`src/rtl/bin_to_bcd_stream.sv`:
```
// Multi-cycle binary-to-BCD converter (shift-add-3) with valid/ready on both sides.
// Converts BITS_PER_CYCLE operand bits per cycle and reports the sign and the significant-digit count.
module bin_to_bcd_stream #(
  parameter int WIDTH          = 16,
  parameter int BITS_PER_CYCLE = 1,
  parameter int SIGNED         = 0,
  localparam int DIGITS        = ((WIDTH * 1233) >> 12) + 1,
  localparam int NSTEP         = WIDTH / BITS_PER_CYCLE,
  localparam int NDW           = $clog2(DIGITS + 1)
) (
  input  logic                  clk_i,
  input  logic                  reset_i,
  input  logic                  in_valid_i,
  output logic                  in_ready_o,
  input  logic [WIDTH-1:0]      bin_i,
  output logic                  out_valid_o,
  input  logic                  out_ready_i,
  output logic [4*DIGITS-1:0]   bcd_o,
  output logic                  sign_o,
  output logic [NDW-1:0]        ndigits_o
);

  localparam int CW = $clog2(NSTEP + 1);

  if (WIDTH < 2 || WIDTH > 64 ||
      !(BITS_PER_CYCLE == 1 || BITS_PER_CYCLE == 2 || BITS_PER_CYCLE == 4) ||
      (WIDTH % BITS_PER_CYCLE) != 0) begin : g_bad_params
    $error("bin_to_bcd_stream: illegal WIDTH/BITS_PER_CYCLE combination");
  end

  typedef enum logic [1:0] {
    IDLE  = 2'd0,
    SHIFT = 2'd1,
    DONE  = 2'd2
  } state_e;

  state_e                state_q, state_d;
  logic [WIDTH-1:0]      op_q, op_nxt;
  logic [4*DIGITS-1:0]   work_q, work_nxt;
  logic [CW-1:0]         cnt_q;
  logic                  neg_q;
  logic [4*DIGITS-1:0]   bcd_q;
  logic                  sign_q;
  logic [NDW-1:0]        nd_q, nd_nxt;
  logic                  last_step;
  logic                  neg_in;
  logic [WIDTH-1:0]      abs_in;

  // One double-dabble iteration: correct every digit that would overflow, then shift in.
  function automatic logic [4*DIGITS-1:0] dabble(input logic [4*DIGITS-1:0] w,
                                                 input logic                bit_in);
    logic [4*DIGITS-1:0] a;
    a = w;
    for (int d = 0; d < DIGITS; d++) begin
      if (a[4*d +: 4] > 4'd4) a[4*d +: 4] = a[4*d +: 4] + 4'd3;
    end
    return {a[4*DIGITS-2:0], bit_in};
  endfunction

  // Two's complement negation maps -2^(WIDTH-1) onto its unsigned magnitude in WIDTH bits.
  assign neg_in = (SIGNED != 0) && bin_i[WIDTH-1];
  assign abs_in = neg_in ? (~bin_i + WIDTH'(1)) : bin_i;

  assign last_step = (state_q == SHIFT) && (cnt_q == CW'(NSTEP - 1));

  // NOTE: every variable assigned in always_comb gets a default first, so no latch is inferred.
  always_comb begin
    work_nxt = work_q;
    op_nxt   = op_q;
    for (int i = 0; i < BITS_PER_CYCLE; i++) begin
      work_nxt = dabble(work_nxt, op_nxt[WIDTH-1]);
      op_nxt   = op_nxt << 1;
    end
  end

  always_comb begin
    nd_nxt = NDW'(1);
    for (int d = 1; d < DIGITS; d++) begin
      if (work_nxt[4*d +: 4] != 4'd0) nd_nxt = NDW'(d + 1);
    end
  end

  // NOTE: sequential state uses non-blocking assignments so all registers update together.
  always_ff @(posedge clk_i) begin
    if (reset_i) state_q <= IDLE;
    else         state_q <= state_d;
  end

  always_comb begin
    state_d     = state_q;
    in_ready_o  = 1'b0;
    out_valid_o = 1'b0;
    case (state_q)
      IDLE: begin
        in_ready_o = 1'b1;
        if (in_valid_i) state_d = SHIFT;
      end
      SHIFT: begin
        if (last_step) state_d = DONE;
      end
      DONE: begin
        out_valid_o = 1'b1;
        if (out_ready_i) state_d = IDLE;
      end
      default: state_d = IDLE;
    endcase
  end

  // NOTE: working registers are reset too, so an aborted conversion leaves nothing behind.
  always_ff @(posedge clk_i) begin
    if (reset_i) begin
      op_q   <= '0;
      work_q <= '0;
      cnt_q  <= '0;
      neg_q  <= 1'b0;
      bcd_q  <= '0;
      sign_q <= 1'b0;
      nd_q   <= NDW'(1);
    end else begin
      case (state_q)
        IDLE: begin
          if (in_valid_i) begin
            op_q   <= abs_in;
            neg_q  <= neg_in;
            work_q <= '0;
            cnt_q  <= '0;
          end
        end
        SHIFT: begin
          op_q   <= op_nxt;
          work_q <= work_nxt;
          cnt_q  <= cnt_q + CW'(1);
          if (last_step) begin
            bcd_q  <= work_nxt;
            sign_q <= neg_q;
            nd_q   <= nd_nxt;
          end
        end
        default: ;
      endcase
    end
  end

  assign bcd_o     = bcd_q;
  assign sign_o    = sign_q;
  assign ndigits_o = nd_q;

endmodule

```
`config.mk`:
```
export PLATFORM = sky130hd
export DESIGN_NAME = bin_to_bcd_stream
export DESIGN_NICKNAME = d
export VERILOG_FILES = /design/src/rtl/bin_to_bcd_stream.sv
export SDC_FILE = /design/constraint.sdc
export NUM_CORES = 1
export LEC_CHECK = 0
export BUFFER_PORTS_ARGS = -buffer_cell sky130_fd_sc_hd__clkbuf_2
export CAP_MARGIN = 20
export CORE_UTILIZATION = 60
export DETAILED_ROUTE_END_ITERATION = 10
export MAX_ROUTING_LAYER = met4
export PLACE_DENSITY = 0.94
export SETUP_SLACK_MARGIN = 0.3
export SYNTH_ARGS = -nofsm -noshare
export SYNTH_HDL_FRONTEND = slang
export SYNTH_SLANG_ARGS = --single-unit
```
`constraint.sdc`:
```
create_clock -name clk_i -period 3.3 [get_ports clk_i]
set_input_delay 0.33 -clock clk_i [delete_from_list [all_inputs] [get_ports clk_i]]
set_output_delay 0.33 -clock clk_i [all_outputs]
set_load 0.01 [all_outputs]
```
# Yosys cells after proc, flatten, opt, wreduce, memory -nomap -nowiden
# Index checks and enable logic that the tools add are counted.
# Widths: inputs -> output; s select.
[totals]
inputBits = 20
wordCells = 54
output_inout_bits = 26
regBits = 66
[classes]
eq_ne = 6
muxes = 21
n_lt_le_gt_ge = 5
reduce_logical = 10
n_addsub = 6
[op_table]
columns = ["op", "n"]
rows = [
  ["$pmux 20 s2", 1],
  ["$pmux 16 s2", 1],
  ["$gt 4x3->1 const B", 5],
  ["$mux 20", 1],
  ["$add 4x2->4 const B", 4],
  ["$mux 16", 1],
  ["$mux 4", 4],
  ["$reduce_bool 4->1", 4],
  ["$mux 3", 4],
  ["$pmux 5 s2", 1],
  ["$mux 2", 4],
  ["$ne 2x2->1 const B", 3],
  ["$pmux 2 s3", 1],
  ["$add 5x1->5 const B", 1],
  ["$eq 5x4->1 const B", 1],
  ["$mux 5", 1],
  ["$reduce_and 2->1", 2],
  ["$add 3x2->3 const B", 1],
  ["$reduce_and 3->1", 1],
  ["$eq 2x1->1 const B", 1],
  ["$eq 2x2->1 const B", 1],
  ["$logic_not 2->1", 1],
  ["$mux 1", 2],
  ["$reduce_bool 2->1", 1],
  ["$logic_and 1x1->1", 1],
]

# Longest topological paths before layout
[logic_depth]
ltp_word = 7
ltp_mapped = 9
mapped_depth_nobuf = 8

# Worst setup path after synthesis
# Ideal clock, no wire load.
[synth_timing]
path_type = "reg2reg"
from = "register work_q[8]"
to = "register nd_q[0] (netlist: ndigits_o[0])"
path_buffers = 0
slack_ns = 1.656
required_ns = 3.186
t_arrival_ns = 1.530
stages_incl_launch_ff = 9
synth_period_minus_slack_ns = 1.644
setup_ns = 0.114
path_cell_list = "dfxtp_1 inv_1 ha_1 inv_1 a2111oi_0 a31o_2 nand3_1 nand2b_1 a21o_1"
[synth_via]
elab_chain_len = 6
word_cells_on_any_way = 8
cone_classes = "1 x add/sub; 1 x order compare; 4 x mux; 2 x reduce/logical"
[synth_lines]
columns = ["item", "line", "text"]
rows = [
  ["start: declaration", "39", "logic [4*DIGITS-1:0] work_q, work_nxt;"],
  ["start signal: assignment", "131", "work_q <= work_nxt;"],
  ["$add 4x2->4 / $gt 4x3->1 (equally long branches)", "55", "if (a[4*d +: 4] > 4'd4) a[4*d +: 4] = a[4*d +: 4] + 4'd3;"],
  ["$mux 4 *", "55", ""],
  ["$reduce_bool 4->1", "79", "if (work_nxt[4*d +: 4] != 4'd0) nd_nxt = NDW'(d + 1);"],
  ["$mux 3", "79", ""],
  ["$mux 3 * (2 in series)", "79", ""],
  ["end signal: assignment", "136", "nd_q <= nd_nxt;"],
  ["end: declaration", "44", "logic [NDW-1:0] nd_q, nd_nxt;"],
]
# Every way passes the cells marked *; elsewhere a longest branch is shown, timed or not.
# A chain may end at the register's enable or synchronous reset.

# Final worst setup path
[layout_timing]
from = "register state_q[1]"
to = "register nd_q[0] (netlist: ndigits_o[0])"
[layout_via]
elab_chain_len = 3
[layout_lines]
columns = ["item", "line", "text"]
rows = [
  ["start: declaration", "37", "state_e state_q, state_d;"],
  ["start signal: assignment", "86", "else state_q <= state_d;"],
  ["$eq 2x1->1 *", "64, 120", ""],
  ["$logic_and 1x1->1", "64", "assign last_step = (state_q == SHIFT) && (cnt_q == CW'(NSTEP - 1));"],
  ["$reduce_and 2->1 (no source line) *", "--", ""],
]
# Marked as above.

==> impl_summary.md <==
Status
The flow ran to the end, but the final reports show violations. The checks that failed: DRC.

Power and ir drop
The net switching share of the total power is 0.250. The part of the power in the clock network is 0.423. Dividing total power by cell area gives a power density of 468 nW/µm².

IR analysis of the VDD net gives a maximum drop of 0.268 mV. The analysis attributes to net switching a power of 418 µW. Internal power comes to 1250 µW. The cell leakage power is 0.00153 µW. The relative contribution of sequential cells to total power is 0.497. The portion of total power attributed to combinational logic is 0.080.

Global route
For this run the aggregate overflow at the end of global routing stands at 0. The global-route wire length before repair is 11600 µm. For this run, the total global-route usage over all layers was measured as 0.290. Entering global routing, the biggest net connects 50 pins. The initial antenna violation count is 0.

The number of global-route vias before repair came to 2672.

Timing
Of the available clock period, the critical path in the final layout requires 0.777. Timing would allow up to 390 MHz. Setup repair after global routing left no endpoint under its margin.

The final period demand of the worst path is 2.56 ns. The post-route setup TNS is 0 ns. The worst slew margin relative to its limit is 0.362. Between clock sinks in the finished design, the worst skew comes to 0.00902 ns. The total count of max-transition violations in the final report was 0. The number of hold violations in the final report came to 0. The total of endpoints with negative setup slack in the final report is 0. The tightest hold path in the finished design has a slack of 0.241 ns. At the pin with the least slew margin, the transition time is 0.957 ns.

Critical path
In this run the critical register-to-register path is launched from state_q[1]. The signal on the critical path passes through and2b_1 -> nand2_1 -> a21oi_1 -> o21ai_0 -> a21o_1. In this run the critical register-to-register path is captured at ndigits_o[0]. The combined buffer and inverter count along the critical path is 0.

For this run, the slowest stage of the critical path takes 0.75 ns. Of all nets on the critical path, the largest fanout is 24. The data arrival at the endpoint of the critical path is 2.82 ns. At the worst endpoint, the required time is 3.56 ns.

The startpoint type of the worst setup path is a register. The kind of cell adding the most delay to the critical path is simple AND/OR/NAND/NOR gates. The path type of the worst setup path is register to register. For the worst flop-to-flop path, the logic depth is 5. The worst setup path is captured at a register. On the critical path, the stage with the largest delay is an instance of and2b_1.

The worst-case register-to-register setup slack is 0.74 ns.

Clock tree
The clock transition time at the flip-flop clock pins of the worst setup and hold paths is 0.07 ns. The root buffer cell is clkbuf_8. At the later pin of the worst-skew pair, clock insertion delay measures 0.36 ns. TritonCTS built the clock tree. The number of buffers between clock root and the deepest sink is 2.

In this run the number of H-tree levels came out at 3. The clock net in this run drives a total of 66 sinks. In this run, post-CTS repair resized a total of 0 instances. Buffers inserted to repair hold after CTS numbered 0. Buffers added to address setup during post-CTS repair amount to 0.

The CTS buffer count is 9.

Synthesis
The multiplexer fraction of the synthesized cell area is 0.0127. The dominant combinational cell family by area after synthesis is simple AND/OR/NAND/NOR gates. The compound-gate portion of the synthesized area is 0.199. Of the total synthesized cell area, the portion taken by full adders, half adders and majority gates is 0.0435. Counting flops and latches in the post-synthesis netlist gives 66. Averaged over all synthesized cells, the footprint is 7.71 µm². Counting every instance in the synthesized netlist gives 410. Sorting the synthesized cells by area gives the leading types as dfxtp_1 (42%), nor2_1 (11%), a21oi_1 (7.4%). The number of nets in the synthesized netlist is 441. Of the total synthesized cell area, the portion taken by XOR and XNOR cells is 0.0138. The post-synthesis async set-or-reset flop share is 0.

The number of unique standard cell types used by synthesis is 38. The simple-gate portion of the synthesized area is 0.248. The main flop type after synthesis is dfxtp_1.

The area share of the leading cell type in the synthesized netlist is 0.418. The sequential area share after synthesis is 0.418. Yosys mapped a number of flops with a built-in enable equal to 0. After synthesis the cells add up to 3160 µm². Yosys printed 0 warnings. The cell type contributing the most total cell area after synthesis is dfxtp_1.

Routing
The number of search-and-repair iterations in the first detailed-routing pass is 8. In the routed design, unresolved DRC markers number 2. The DRC marker count from the first detailed-route iteration is 288. The detail-routed net length per standard cell is 14.4 µm.

The via count of the routed design is 2960. After detailed routing, the total wire length is 7430 µm. The remaining number of nets flagged by the antenna check after routing is 0. In the routed layout, each cell is associated on average with a via count of 5.74.

Placed design
The number of buffer cells added on primary ports is 44. The estimated wirelength of the detail-placed design is 4710 µm. Routability-driven placement finished with a final weighted congestion of 0.850.

Floorplanning
In this run the count of I/O pins placed on the die edge is 46. In this run the horizontal extent of the chip is 74.6 µm. Row generation in the floorplan step produced 26 rows. The vertical die dimension is 74.6 µm.

The core region is 5110 µm². For this configuration, the core starts out at a cell density of 0.619. The overall die area is 5570 µm².

Layout
The share of post-route cells with drive strength above 1 is 0.159. From synthesis to final layout, the design area changed by 12.8%. In the final design database the tool counted 472 nets. The final antenna diode count is 0. The filler cell count is 398.

Worst hold path
In this run the most critical hold path is launched from bin_i[0]. The number of stages on the worst hold path is 3. In this run the worst hold path is classified as primary input to register.

The endpoint with the worst hold slack is op_q[0].

Flow run
The count of maximum capacitance violations is 0.
-- state kept, by name, summed over array words and instances, names as in the netlist --
name / flops
work_q: 20
op_q: 16
state_q: 2
cnt_q: 5
ndigits_o: 3
bcd_o: 20
-- power groups by stage --
stage / sequential, µW / combinational, µW / clock, µW
final: 830 / 133 / 706
after global routing: 832 / 150 / 740
after CTS: 830 / 131 / 712
after detailed placement: 848 / 130 / 0
after global placement: 847 / 124 / 0
after floorplan: 845 / 102 / 0
-- metrics by stage --
step                      instance area [µm²]  instances  setup WS (ns)  utilization  total power [µW]
after floorplan                          3160        410           1.66            -               947
after global placement                   3360        500          0.915        0.659               972
after detailed placement                 3360        500          0.826        0.659               978
after CTS                                3570        516          0.791        0.698              1670
after global routing                     3570        516          0.538        0.698              1720
final                                    3570        516          0.737        0.698              1670
-- cell type report --
class	count	area (µm²)	area share
inverter	19	71.3	0.0200
sequential	66	1320	0.370
multi-input combinational	298	1640	0.460
clock inverter	5	52.6	0.0147
tap	70	87.6	0.0246
timing repair buffer	47	243	0.0680
clock buffer	11	151	0.0424
-- metal layers --
metal  routed length, µm  part of all wire  vias up  GRT usage
met5                   0                 0        -          -
met4                 239             0.032        0      0.147
met3                 324             0.044       25     0.0759
met2                3710              0.50       98      0.470
met1                3150              0.42     1395      0.329
li1                    -                 -     1442          -
-- layout by cell type, fill, tap and decap left out, drive strengths merged, types with 3 or more instances in the layout --
master,synthesis,layout
buf,9,3
nor3,21,21
a21oi,48,48
clkbuf,18,55
nor2b,15,15
dfxtp,66,66
nor2,94,94
mux2i,4,4
nand3,5,5
a211oi,11,11
xnor2,5,5
nor3b,3,3
a21o,5,5
a22oi,16,16
ha,11,11
nand2b,7,7
clkinv,0,3
inv,19,19
nand2,26,26
o21ai,11,11
-- worst min-delay path: stages --
cell	delay, ns
clkbuf_2	0.07
a32oi_1	0.08
nor2_1	0.08
-- kinds of logic after synthesis --
family | Yosys count
AO/OA/AOI/OAI | 100
XOR/XNOR | 5
adder cells (fa/ha/maj) | 11
buffers and inverters | 46
flip-flops | 66
multiplexers | 4
other | 1
AND/OR/NAND/NOR | 177
-- synth_stat cells (2+ instances only) --
library cell  instances
o21ai_0               9
clkbuf_1             18
nor2_1               94
o21ai_1               2
a31o_2                2
buf_6                 2
nor3_1               21
dfxtp_1              66
ha_1                 11
a22oi_1              16
a2111oi_0             2
o21bai_1              2
nand2_1              25
a21o_1                5
buf_2                 5
a211oi_1             10
a21oi_1              47
nand2b_1              7
inv_1                19
nor2b_1              15
mux2i_1               4
xnor2_1               5
buf_4                 2
nand3_1               5
nor3b_1               3
-- worst max path at each step --
stage | to | depth (start not counted) | slack, ns | start
6_report | ndigits_o[0] | 5 | 0.74 | state_q[1]
5_1_grt | ndigits_o[0] | 5 | 0.54 | state_q[1]
4_1_cts | ndigits_o[0] | 5 | 0.79 | state_q[1]
3_5_place_dp | ndigits_o[0] | 5 | 0.83 | state_q[1]
3_3_place_gp | ndigits_o[0] | 5 | 0.91 | state_q[1]
2_1_floorplan | ndigits_o[0] | 8 | 1.66 | work_q[8]
Note: power is estimated with default switching activity, not from simulation.
